<file path="config.mk">
export PLATFORM = sky130hd
export DESIGN_NAME = apb_master_arbiter
export DESIGN_NICKNAME = d
export VERILOG_FILES = /design/src/rtl/apb_arb_pkg.sv /design/src/rtl/rr_arbiter.sv /design/src/rtl/apb_master_arbiter.sv
export SDC_FILE = /design/constraint.sdc
export NUM_CORES = 1
export LEC_CHECK = 0
export ABC_AREA = 1
export ABC_CLOCK_PERIOD_IN_PS = 2500
export BUFFER_PORTS_ARGS = -buffer_cell sky130_fd_sc_hd__buf_2
export CAP_MARGIN = 30
export CORE_ASPECT_RATIO = 0.5
export CORE_MARGIN = 2
export CORE_UTILIZATION = 45
export DETAILED_ROUTE_END_ITERATION = 8
export PLACE_DENSITY = 0.85
export SETUP_SLACK_MARGIN = 0.5
export SLEW_MARGIN = 30
export SYNTH_ARGS = -nofsm -noshare
export SYNTH_HDL_FRONTEND = slang
export SYNTH_HIERARCHICAL = 1
export SYNTH_SLANG_ARGS = --single-unit
</file>
<file path="constraint.sdc">
create_clock -name clk_i -period 2.5 [get_ports clk_i]
set_input_delay 0.125 -clock clk_i [delete_from_list [all_inputs] [get_ports clk_i]]
set_output_delay 0.125 -clock clk_i [all_outputs]
set_load 0.02 [all_outputs]
</file>
<file path="src/rtl/apb_arb_pkg.sv">
// apb_arb_pkg: transfer FSM state type and requester-index sizing shared by
// the APB master arbiter and its round-robin picker.
package apb_arb_pkg;

  typedef enum logic [1:0] {
    ST_IDLE   = 2'd0,
    ST_SETUP  = 2'd1,
    ST_ACCESS = 2'd2,
    ST_DONE   = 2'd3
  } arb_state_e;

  // Width of a requester index; never below one bit so two requesters still
  // get a usable index.
  function automatic int req_idx_width(input int nb_req);
    return (nb_req <= 2) ? 1 : $clog2(nb_req);
  endfunction

endpackage

</file>
<file path="src/rtl/rr_arbiter.sv">
// rr_arbiter: combinational round-robin pick. The search starts one past the
// last owner and wraps, so the most recent winner has the lowest priority.
module rr_arbiter
  import apb_arb_pkg::*;
#(
  parameter int NB_REQ = 2,
  parameter int IDX_W  = req_idx_width(NB_REQ)
) (
  input  logic [NB_REQ-1:0] req,
  input  logic [IDX_W-1:0]  last,
  output logic [NB_REQ-1:0] grant,
  output logic [IDX_W-1:0]  idx,
  output logic              any
);

  logic [IDX_W-1:0] cand;

  // Walk the requesters from last+1 around to last and take the first one pending
  always_comb begin
    grant = '0;
    idx   = '0;
    any   = 1'b0;
    cand  = '0;
    for (int i = 1; i <= NB_REQ; i++) begin
      cand = IDX_W'((int'(last) + i) % NB_REQ);
      if (!any && req[cand]) begin
        any         = 1'b1;
        grant[cand] = 1'b1;
        idx         = cand;
      end
    end
  end

endmodule

</file>
<file path="src/rtl/apb_master_arbiter.sv">
// apb_master_arbiter: shares one APB master port among NB_REQ requesters with
// round-robin ownership. One transfer at a time: IDLE -> SETUP -> ACCESS -> DONE.
// Optional feature: define APB_ARB_TIMEOUT_EN to add an ACCESS-phase watchdog
// that aborts a transfer with an error after TIMEOUT_CYCLES cycles without pready.
module apb_master_arbiter
  import apb_arb_pkg::*;
#(
  parameter int NB_REQ         = 2,
  parameter int APB_ADDR_WIDTH = 32,
  parameter int APB_DATA_WIDTH = 32,
  parameter int TIMEOUT_CYCLES = 255
) (
  input  logic                                     clk_i,
  input  logic                                     rst_i,
  input  logic [NB_REQ-1:0]                        req_valid_i,
  input  logic [NB_REQ-1:0][APB_ADDR_WIDTH-1:0]    req_addr_i,
  input  logic [NB_REQ-1:0]                        req_write_i,
  input  logic [NB_REQ-1:0][APB_DATA_WIDTH-1:0]    req_wdata_i,
  output logic [NB_REQ-1:0]                        req_done_o,
  output logic [APB_DATA_WIDTH-1:0]                req_rdata_o,
  output logic                                     req_err_o,
  output logic [NB_REQ-1:0]                        grant_o,
  output logic                                     psel_o,
  output logic                                     penable_o,
  output logic                                     pwrite_o,
  output logic [APB_ADDR_WIDTH-1:0]                paddr_o,
  output logic [APB_DATA_WIDTH-1:0]                pwdata_o,
  input  logic [APB_DATA_WIDTH-1:0]                prdata_i,
  input  logic                                     pready_i,
  input  logic                                     pslverr_i
);

  localparam int               IDX_W      = req_idx_width(NB_REQ);
  localparam logic [IDX_W-1:0] LAST_RESET = IDX_W'(NB_REQ - 1);

  arb_state_e                state_q, state_d;
  logic [IDX_W-1:0]          last_grant_q, owner_q, pick_idx;
  logic [NB_REQ-1:0]         owner_oh_q, pick_oh;
  logic                      pick_any;
  logic [APB_ADDR_WIDTH-1:0] addr_q;
  logic                      write_q;
  logic [APB_DATA_WIDTH-1:0] wdata_q, rdata_q;
  logic                      err_q;
  logic                      load, complete, abort;

  rr_arbiter #(
    .NB_REQ (NB_REQ),
    .IDX_W  (IDX_W)
  ) u_rr (
    .req   (req_valid_i),
    .last  (last_grant_q),
    .grant (pick_oh),
    .idx   (pick_idx),
    .any   (pick_any)
  );

`ifdef APB_ARB_TIMEOUT_EN
  localparam int CNT_W = $clog2(TIMEOUT_CYCLES + 1);

  logic [CNT_W-1:0] tmo_cnt_q;

  // Watchdog restarts in SETUP and counts every cycle spent waiting in ACCESS
  always_ff @(posedge clk_i) begin
    if (rst_i) begin
      tmo_cnt_q <= '0;
    end else if (state_q == ST_SETUP) begin
      tmo_cnt_q <= '0;
    end else if (state_q == ST_ACCESS) begin
      tmo_cnt_q <= tmo_cnt_q + 1'b1;
    end
  end

  assign abort = (state_q == ST_ACCESS) && !pready_i &&
                 (tmo_cnt_q == CNT_W'(TIMEOUT_CYCLES - 1));
`else
  assign abort = 1'b0;
`endif

  // State register
  always_ff @(posedge clk_i) begin
    if (rst_i) begin
      state_q <= ST_IDLE;
    end else begin
      state_q <= state_d;
    end
  end

  // Next-state and APB strobes; load latches the winner, complete ends ACCESS
  always_comb begin
    state_d   = state_q;
    load      = 1'b0;
    complete  = 1'b0;
    psel_o    = 1'b0;
    penable_o = 1'b0;
    case (state_q)
      ST_IDLE: begin
        if (pick_any) begin
          load    = 1'b1;
          state_d = ST_SETUP;
        end
      end
      ST_SETUP: begin
        psel_o  = 1'b1;
        state_d = ST_ACCESS;
      end
      ST_ACCESS: begin
        psel_o    = 1'b1;
        penable_o = 1'b1;
        if (pready_i || abort) begin
          complete = 1'b1;
          state_d  = ST_DONE;
        end
      end
      ST_DONE: begin
        state_d = ST_IDLE;
      end
      default: begin
        state_d = ST_IDLE;
      end
    endcase
  end

  // Owner request capture at grant time, response capture at end of ACCESS
  always_ff @(posedge clk_i) begin
    if (rst_i) begin
      last_grant_q <= LAST_RESET;
      owner_q      <= '0;
      owner_oh_q   <= '0;
      addr_q       <= '0;
      write_q      <= 1'b0;
      wdata_q      <= '0;
      rdata_q      <= '0;
      err_q        <= 1'b0;
    end else begin
      if (load) begin
        owner_q    <= pick_idx;
        owner_oh_q <= pick_oh;
        addr_q     <= req_addr_i[pick_idx];
        write_q    <= req_write_i[pick_idx];
        wdata_q    <= req_wdata_i[pick_idx];
      end
      if (complete) begin
        last_grant_q <= owner_q;
        if (pready_i) begin
          rdata_q <= write_q ? '0 : prdata_i;
          err_q   <= pslverr_i;
        end else begin
          rdata_q <= '0;
          err_q   <= 1'b1;
        end
      end
    end
  end

  assign grant_o     = (state_q != ST_IDLE) ? owner_oh_q : '0;
  assign req_done_o  = (state_q == ST_DONE) ? owner_oh_q : '0;
  assign req_rdata_o = (state_q == ST_DONE) ? rdata_q : '0;
  assign req_err_o   = (state_q == ST_DONE) ? err_q : 1'b0;
  assign pwrite_o    = write_q;
  assign paddr_o     = addr_q;
  assign pwdata_o    = wdata_q;

endmodule

</file>
==> results_dict.tcl, run 1 <==
set metrics [dict create \
    yosysWarnings 6 \
    synth_top_area_share_pct 39.71 \
    fp.dieH_um 80.32 \
    vias 5730 \
    antenna_found_initial 0 \
    hold_depth 3 \
    arrival_ps 1920 \
    grt_pass1_wl_um 22330 \
    cts_buffers 9 \
    finalWirelength_um 13940 \
    hold_violations 0 \
    synth_area_leaders "dfxtp_1 40%, nand2_1 19%, inv_1 12%" \
    fin_skew_ps 3.514 \
    cts_setup_buffers 0 \
    power_leakage_nw 4.170 \
    wl_met1_um 5698 \
    final_util_pct 62.05 \
    htree_levels 3 \
    setup_tns_ps 0 \
    endpoint_kind "register" \
    clock_sinks 104 \
    synth-seq-cells 104 \
    ir_drop_mv 0.4373 \
    initial_core_util_pct 46.88 \
    dp_hpwl_um 10060 \
    ys_types 16 \
    n_antenna_cell 0 \
    topRoutingLayerUsed "met4" \
    clkTransAtPathRegs_ps 70 \
    port_buffers 271 \
    yosys.area.top_type "dfxtp_1" \
    overflow 0 \
    status "completed" \
    critPathLaunchType "register" \
    drtIter0Drc 415 \
    dr_wl_met2_um 7124 \
    cp.required_ps 2730 \
    grt.total_usage_pct 21.78 \
    drc_errors 0 \
    cts_tree "yes" \
    yosysSeqAreaShare_pct 39.71 \
    place.gp.congestion 0.8871 \
    rsz0062_at_grt "false" \
    synth_area_um2 5243 \
    grt_max_degree 67 \
    hold_class "primary input to register" \
    nNetsFinal 1237 \
    worstSkewPairLatency_ps 330 \
    cts_root_buf "clkbuf_16" \
    setup_viol 0 \
    worst_pin_slew_ps 645.8 \
    die_area_um2 12580 \
    p_total_mw 6.883 \
    design.core.area_um2 11180 \
    slew_headroom_pct 56.95 \
    syn2layout_area_growth_pct 32.34 \
    synthesis.instances 832 \
    maxCapViolations 0 \
    firstDrtPassIters 5 \
    post-route-period-util_pct 67.61 \
    met3WireLength_um 723 \
    synth.avg_cell_area_um2 6.301 \
    crit_fanout 40 \
    clockBufferDepth 2 \
    syn_nets 1004 \
    num_rows 27 \
    path_class "register to register" \
    wire_per_inst_um 11.34 \
    period_needed_ps 1690 \
    slew_viol_final 0 \
    max_freq_mhz 591.6 \
    pin_count 272 \
    power_density_nw_per_um2 992.1 \
    first_global_vias 5147 \
    die_w_um 156.6 \
    ant_nets 0 \
    via_per_inst 4.662 \
    drive_above_1_share_pct 28.32 \
    rr_worst_depth 8 \
    fin_hold_ws_ps 59.31 \
]
==> path summary, 6_finish.rpt <==
kind                                  start          end  slack (ps)
worst min register to register  rdata_q[24]  rdata_q[24]         470
worst max register to register   state_q[0]  paddr_o[13]         810
worst max-delay path             state_q[0]  paddr_o[13]         810
worst min-delay path              pslverr_i        err_q          60
==> cells by family after synthesis <==
| group | count (synthesis) | synth area share [%] |
|---|---|---|
| fa+ha+maj | 4 | 0.9547 |
| simple gates | 380 | 30.43 |
| compound gates | 108 | 10.31 |
| flops | 104 | 39.71 |
| buf+inv | 236 | 18.59 |
==> where the power goes <==
part / internal [mW] / switching [mW] / total (mW)
combinational: 0.958 / 1.98 / 2.94
clock: 0.980 / 0.601 / 1.58
sequential: 2.13 / 0.233 / 2.36
total: 4.07 / 2.81 / 6.88
==> worst max-delay path, cell delays in order, from the launching register on <==
cell	delay, ps
dfxtp_1	330
inv_1	110
ha_1	200
nand2_2	80
inv_2	350
buf_12	260
nand3_1	130
nand2_1	80
inv_1	30
==> cells in the final DEF, fill, tap and decap left out, types with 6 or more instances in the layout <==
cell / Yosys / routed
buf_2: 26 / 271
nand2_1: 270 / 270
inv_1: 174 / 174
dfxtp_1: 104 / 104
a21oi_1: 104 / 103
nand3_1: 67 / 67
nand4_1: 32 / 32
nor2_1: 9 / 9
clkbuf_16: 0 / 9
buf_4: 13 / 6
==> registers in the layout (all words and copies together) (netlist names), 2 cells and up <==
name,flops
rdata_q,32
state_q,2
owner_oh_q,2
pwdata_o,32
paddr_o,32
==> layout make-up <==
cell class | instances | area [um^2]
Inverter | 179 | 674.4
Sequential cell | 104 | 2082
Fill cell | 1074 | 4244
Tap cell | 159 | 198.9
Clock inverter | 7 | 118.9
Multi-Input combinational cell | 492 | 2197
Clock buffer | 9 | 225.2
Timing Repair Buffer | 279 | 1441
==> cells in the mapped netlist, drive strengths merged <==
library cell / count
a21oi: 104
buf: 42
clkbuf: 15
dfxtp: 104
ha: 4
inv: 179
nand2: 272
nand3: 67
nand4: 32
nor2: 9
o21ai: 4
==> routing by layer <==
| metal | vias to the layer above | global-route usage [%] |
|---|---|---|
| met2 | 190 | 41.45 |
| met3 | 34 | 4.911 |
| met5 | - | 0 |
| met4 | 0 | 8.624 |
| li1 | 2989 | - |
| met1 | 2517 | 23.75 |
==> stage by stage <==
| stage | std cells | cell area (um^2) | setup slack [ps] |
|---|---|---|---|
| 3_5_place_dp | 1213 | 6591 | 833.6 |
| 5_1_grt | 1229 | 6938 | 681.0 |
| 2_1_floorplan | 832 | 5243 | 1123 |
| 4_1_cts | 1229 | 6935 | 792.3 |
| 3_3_place_gp | 1213 | 6591 | 890.3 |
| 6_report | 1229 | 6938 | 809.7 |
==> timing repair <==
action / in CTS / in global routing
gates resized for setup: 0 / 1
hold buffers: 0 / 0
setup endpoints to repair: 0 / 11
Note: power is estimated with default switching activity, not from simulation.
==> run 2: changes to the inputs <==
--- a/config.mk
+++ b/config.mk
@@ -6,7 +6,7 @@
 export NUM_CORES = 1
 export LEC_CHECK = 0
 export ABC_AREA = 1
-export ABC_CLOCK_PERIOD_IN_PS = 2500
+export ABC_CLOCK_PERIOD_IN_PS = 1650
 export BUFFER_PORTS_ARGS = -buffer_cell sky130_fd_sc_hd__buf_2
 export CAP_MARGIN = 30
 export CORE_ASPECT_RATIO = 0.5
==> constraint.sdc (replaced) <==
create_clock -name clk_i -period 1.65 [get_ports clk_i]
set_input_delay 0.0825 -clock clk_i [delete_from_list [all_inputs] [get_ports clk_i]]
set_output_delay 0.0825 -clock clk_i [all_outputs]
set_load 0.02 [all_outputs]
==> run 2 against run 1 <==
  * Final cell count is 2.8% higher
  * Clock power is 36% higher
  * Largest cell class unchanged
  * First-iteration DRC count is 23% higher
  * Critical endpoint is now req_done_o[0]
  * Routed wire length is 23% higher
  * Register-to-register slack worse by 570 ps
  * Die area stayed put
  * Global-route usage is 4.7 points higher
  * Sequential power is 54% higher
  * Final area is 13% higher
==> results_dict.tcl, run 2 (synthesis gave the netlist of run 1 again) <==
set metrics [dict create \
    dp_hpwl_um 10480 \
    fp.dieH_um 80.32 \
    path_class "register to output pin" \
    antenna_found_initial 0 \
    ant_nets 0 \
    fin_skew_ps 8.007 \
    grt_pass1_wl_um 26470 \
    nNetsFinal 1272 \
    p_switching_mw 5.072 \
    power_density_nw_per_um2 1577 \
    worst_pin_slew_ps 566.7 \
    dr_wl_met2_um 8566 \
    layout_common_cells "260 x nand2_1, 249 x buf_2, 171 x inv_1" \
    p_sw_share_pct 41.18 \
    p_seq_share_pct 29.5 \
    ir_drop_mv 0.6782 \
    reg2reg_from "state_q[1]" \
    cts_root_buf "clkbuf_16" \
    overflow 0 \
    hold_class "primary input to register" \
    worstSkewPairLatency_ps 340 \
    wl_met1_um 7099 \
    topRoutingLayerUsed "met4" \
    cp.required_ps 1570 \
    arrival_ps 1370 \
    clockBufferDepth 2 \
    cts_tree "yes" \
    maxCapViolations 0 \
    grt_max_degree 53 \
    grt.total_usage_pct 26.45 \
    die_area_um2 12580 \
    port_buffers 271 \
    met3WireLength_um 1135 \
    post-route-period-util_pct 88.08 \
    htree_levels 3 \
    first_global_vias 5710 \
    drive_above_1_share_pct 34.75 \
    critPathLaunchType "register" \
    wire_per_inst_um 13.59 \
    drtIter0Drc 510 \
    min_from "prdata_i[6]" \
    clockPowerShare_pct 17.4 \
    comb_power_share_pct 53.0 \
    internal_power_mw 7.246 \
    die_w_um 156.6 \
    n_antenna_cell 0 \
    power_leakage_nw 4.477 \
    slew_viol_final 0 \
    fin_hold_ws_ps 17.16 \
    rsz0062_at_grt "true" \
    initial_core_util_pct 46.88 \
    slew_headroom_pct 62.16 \
    finalWirelength_um 17180 \
    via_per_inst 4.934 \
    syn2layout_area_growth_pct 48.97 \
    setup_tns_ps 0 \
    drc_errors 0 \
    crit_fanout 18 \
    hold_violations 0 \
    period_needed_ps 1453 \
    place.gp.congestion 0.8100 \
    layout.cells.most_common "nand2_1" \
    num_rows 27 \
    vias 6236 \
    max_freq_mhz 688.1 \
    design.core.area_um2 11180 \
    clock_sinks 104 \
    setup_viol 0 \
    endpoint_kind "output pin" \
    cts_buffers 9 \
    critPathLaunch "state_q[1]" \
    firstDrtPassIters 6 \
    clkTransAtPathRegs_ps 70 \
    status "completed" \
    pin_count 272 \
]
[run 2: cell count changes in the layout (fill, tap and decap cells not counted), moves of 5 or more]
cell	delta
buf_4	+28
a21oi_1	-24
a21oi_2	+24
buf_2	-22
nand2_1	-10
nand2_2	+8
buf_12	+7
buf_6	+7
bufbuf_16	+5
[run 2: layout make-up]
type	instances	area, um^2
repair buffers	311	2071
inverters	179	686.9
multi-input cells	495	2464
flip-flops and latches	104	2091
fillers	923	3372
clock buffers	11	242.7
well taps	159	198.9
clock inverters	5	56.30
[run 2: power by group through the flow]
stage,clock [mW],combinational (mW),sequential (mW)
3_5_place_dp,0,4.69,3.65
2_1_floorplan,0,2.70,4.33
4_1_cts,2.19,6.12,3.62
3_3_place_gp,0,4.57,3.62
5_1_grt,2.29,7.07,3.71
6_report,2.15,6.53,3.64
[run 2: timing repair]
action / CTS / global route
setup buffers: 13 / 3
hold endpoints to repair: 1 / 0
endpoints found under the setup margin: 143 / 143
hold buffers: 1 / 0
resized for setup: 62 / 37
pin swaps: 2 / 3
cloned: 12 / 1
[run 2: metrics by stage]
stage | utilization, % | power (mW) | instance area, um^2 | setup WS [ps] | cells
after floorplan | - | 7.034 | 5348 | 480.9 | 832
after global placement | 60.11 | 8.193 | 6721 | 321.8 | 1218
after detailed placement | 60.11 | 8.341 | 6721 | 269.4 | 1218
after CTS | 68.13 | 11.93 | 7619 | 198.9 | 1260
after global routing | 69.84 | 13.07 | 7810 | 135.5 | 1264
final | 69.84 | 12.32 | 7810 | 196.8 | 1264
[run 2: metal layers]
metal  GRT usage [%]  vias to the layer above
met5               0                        -
met4           8.440                        0
met3           5.990                       37
met2           48.72                      275
met1           30.80                     2860
li1                -                     3064
[run 2: path summary, 6_finish.rpt]
path	cells after the start	end	slack (ps)
min reg2reg	2	rdata_q[27]	470
max reg2reg	8	paddr_o[6]	240
min	3	rdata_q[6]	20
max	5	req_done_o[0]	200
[run 2: critical path, stage by stage (launching register included)]
cell and delay (ps):
dfxtp_4 390, ha_4 190, buf_12 160, nand2_1 70, inv_1 70, buf_2 160
==> run 3: changes to the inputs <==
--- a/config.mk
+++ b/config.mk
@@ -5,15 +5,15 @@
 export SDC_FILE = /design/constraint.sdc
 export NUM_CORES = 1
 export LEC_CHECK = 0
-export ABC_AREA = 1
 export ABC_CLOCK_PERIOD_IN_PS = 1650
 export BUFFER_PORTS_ARGS = -buffer_cell sky130_fd_sc_hd__buf_2
 export CAP_MARGIN = 30
 export CORE_ASPECT_RATIO = 0.5
 export CORE_MARGIN = 2
 export CORE_UTILIZATION = 45
+export CTS_BUF_LIST = sky130_fd_sc_hd__clkbuf_8 sky130_fd_sc_hd__clkbuf_16
 export DETAILED_ROUTE_END_ITERATION = 8
-export PLACE_DENSITY = 0.85
+export PLACE_DENSITY = 0.86
 export SETUP_SLACK_MARGIN = 0.5
 export SLEW_MARGIN = 30
 export SYNTH_ARGS = -nofsm -noshare
==> run 3 against run 2 <==
  * Register-to-register slack got worse by 120 ps
  * Global-route usage rose by 3.1 points
  * Power rose by 9.7%
  * Sequential cell count did not move
  * Non-clock buffer count rose by 27
  * Worst setup slack got worse by 77 ps
  * Critical endpoint is now pwdata_o[22]
  * Largest power group unchanged
==> results_dict.tcl, run 3 <==
set metrics [dict create \
    final_util_pct 80.91 \
    setup_tns_ps 0 \
    cts_tree "yes" \
    hold_violations 0 \
    nNetsFinal 997 \
    maxCapViolations 0 \
    synth_top_area_share_pct 42.82 \
    power_density_nw_per_um2 1615 \
    wire_per_inst_um 21.88 \
    multi_input_area_um2 3093 \
    yosysWarnings 6 \
    max_freq_mhz 653.3 \
    fin_skew_ps 9.844 \
    status "completed" \
    n_antenna_cell 0 \
    grt_pass1_wl_um 26890 \
    internal_power_mw 8.091 \
    ant_nets 0 \
    p_switching_mw 5.424 \
    power_leakage_nw 3.642 \
    port_buffers 271 \
    arrival_ps 1780 \
    critPathLaunchType "register" \
    reg2reg_from "state_q[0]" \
    synth_flop_cell "dfxtp_1" \
    comb_power_share_pct 55.4 \
    ys_types 27 \
    p_seq_share_pct 26.9 \
    syn_nets 693 \
    die_w_um 151 \
    r2r_slack_ps 120 \
    synth-async-reset-ratio_pct 0 \
    antenna_found_initial 0 \
    crit_fanout 7 \
    slew_headroom_pct 42.55 \
    synth_area_um2 4862 \
    path_cells "inv_6 > ha_4 > and2_4 > buf_12 > o21ai_0 > a21oi_1" \
    place.gp.congestion 0.8211 \
    grt.total_usage_pct 29.53 \
    synth.avg_cell_area_um2 9.332 \
    clock_sinks 104 \
    cpPeakStageDelay_ps 380 \
    ctsHoldBuffers 0 \
    rr_worst_depth 6 \
    clockBufferDepth 2 \
    ir_drop_mv 0.9878 \
    drc_errors 0 \
    grt_max_degree 60 \
    syn2layout_area_growth_pct 72.16 \
    vias 5665 \
    fillerInstances 594 \
    num_rows 26 \
    drtIter0Drc 417 \
    dp_hpwl_um 9766 \
    clockPowerShare_pct 17.7 \
    pin_count 272 \
    cts_buffers 9 \
    setup_viol 0 \
    synth-seq-cells 104 \
    p_sw_share_pct 40.13 \
    initial_core_util_pct 47.00 \
    synth_edf_count 0 \
    fp.dieH_um 77.50 \
    cts_root_buf "clkbuf_16" \
    drive_above_1_share_pct 58.55 \
    critical_path_buf_inv_count 2 \
    first_global_vias 5220 \
    die_area_um2 11700 \
    cp_num_cells 6 \
    cp_top_family "compound AO/OA/AOI/OAI gates" \
    cp.required_ps 1900 \
    finalWirelength_um 21220 \
    worstSkewPairLatency_ps 350 \
    ys_top_cells_by_count "104 x dfxtp_1, 79 x a21oi_1, 66 x mux2i_1, 44 x nand2_1, 39 x o21ai_0" \
    via_per_inst 5.840 \
    post-route-period-util_pct 92.77 \
    synthesis.instances 521 \
    slowest_stage "dfxtp_4" \
    rsz0062_at_grt "true" \
    overflow 0 \
    worst_pin_slew_ps 861.8 \
    seq_area_um2 2095 \
    layout.cells.most_common "buf_2" \
    critPathLaunch "state_q[0]" \
    layout_common_cells "242 x buf_2, 100 x dfxtp_1, 57 x a21oi_1" \
    final_cell_count_no_fill 970 \
    design.core.area_um2 10340 \
    period_needed_ps 1531 \
    firstDrtPassIters 8 \
    critPathCapture "pwdata_o[22]" \
    regToRegEndpoint "pwdata_o[22]" \
    endpoint_kind "register" \
    htree_levels 3 \
    synth_area_leaders "dfxtp_1 43%, mux2i_1 14%, a21oi_1 8.1%" \
    clkTransAtPathRegs_ps 80 \
    slew_viol_final 0 \
    dp.cells 894 \
    yosys.area.top_type "dfxtp_1" \
    yosysSeqAreaShare_pct 42.82 \
    path_class "register to register" \
    hold_class "primary input to register" \
    yosysMostFrequentCell "dfxtp_1" \
]
[run 3: cell type report]
cell class	count	area share (%)
timing repair buffer	338	31.69
clock inverter	7	1.226
clock buffer	9	2.691
tap	140	2.093
sequential	104	25.02
inverter	5	0.3288
multi-input combinational	367	36.95
[run 3: worst min-delay path by stage]
stage               depth (start not counted)         from          to
global placement                            3    pslverr_i       err_q
detailed placement                          3    pslverr_i       err_q
finish                                      3    pslverr_i       err_q
global route                                3  prdata_i[0]  rdata_q[0]
CTS                                         3    pslverr_i       err_q
floorplan                                   2    pslverr_i       err_q
[run 3: stage by stage]
step	hold WS (ps)	instance area, um^2	setup slack (ps)	power (mW)
after floorplan	243.4	4945	337.2	6.537
after global placement	353.7	6276	274.8	7.461
after detailed placement	365.3	6276	221.6	7.621
after CTS	6.882	7589	184.5	11.77
after global routing	7.618	8371	33.01	13.97
final	3.375	8371	119.3	13.52
[run 3: cells by family (layout without fill, tap and decap cells)]
logic type	Yosys count	in the layout	synth area share [%]
fa+ha+maj	4	4	1.029
compound gates	148	148	19.04
buf+inv	56	359	6.948
flops	104	104	42.82
mux	66	66	13.59
simple gates	143	149	16.57
[run 3: layer usage]
layer / global-route usage (%) / part of all wire (%) / up-vias
li1: - / - / 2469
met1: 34.15 / 37 / 2687
met2: 54.23 / 50 / 401
met3: 5.941 / 8.0 / 108
met4: 10.47 / 5.1 / 0
met5: 0 / 0 / -
[run 3: timing repair]
| item | CTS | global route |
|---|---|---|
| cloned | 22 | 10 |
| gates resized for setup | 89 | 142 |
| setup endpoints to repair | 144 | 143 |
| setup buffers | 19 | 9 |
| pin swaps | 57 | 49 |
[run 3: worst register-to-register path: stages (launching register included)]
cell	delay, ps
dfxtp_4	380
inv_6	80
ha_4	160
and2_4	270
buf_12	160
o21ai_0	120
a21oi_1	270
[run 3: power by group through the flow]
stage	clock (mW)	combinational (mW)	sequential [mW]
after floorplan	0	2.36	4.18
after global placement	0	3.93	3.53
after detailed placement	0	4.07	3.55
after CTS	2.36	5.87	3.54
after global routing	2.51	7.76	3.69
final	2.39	7.49	3.64
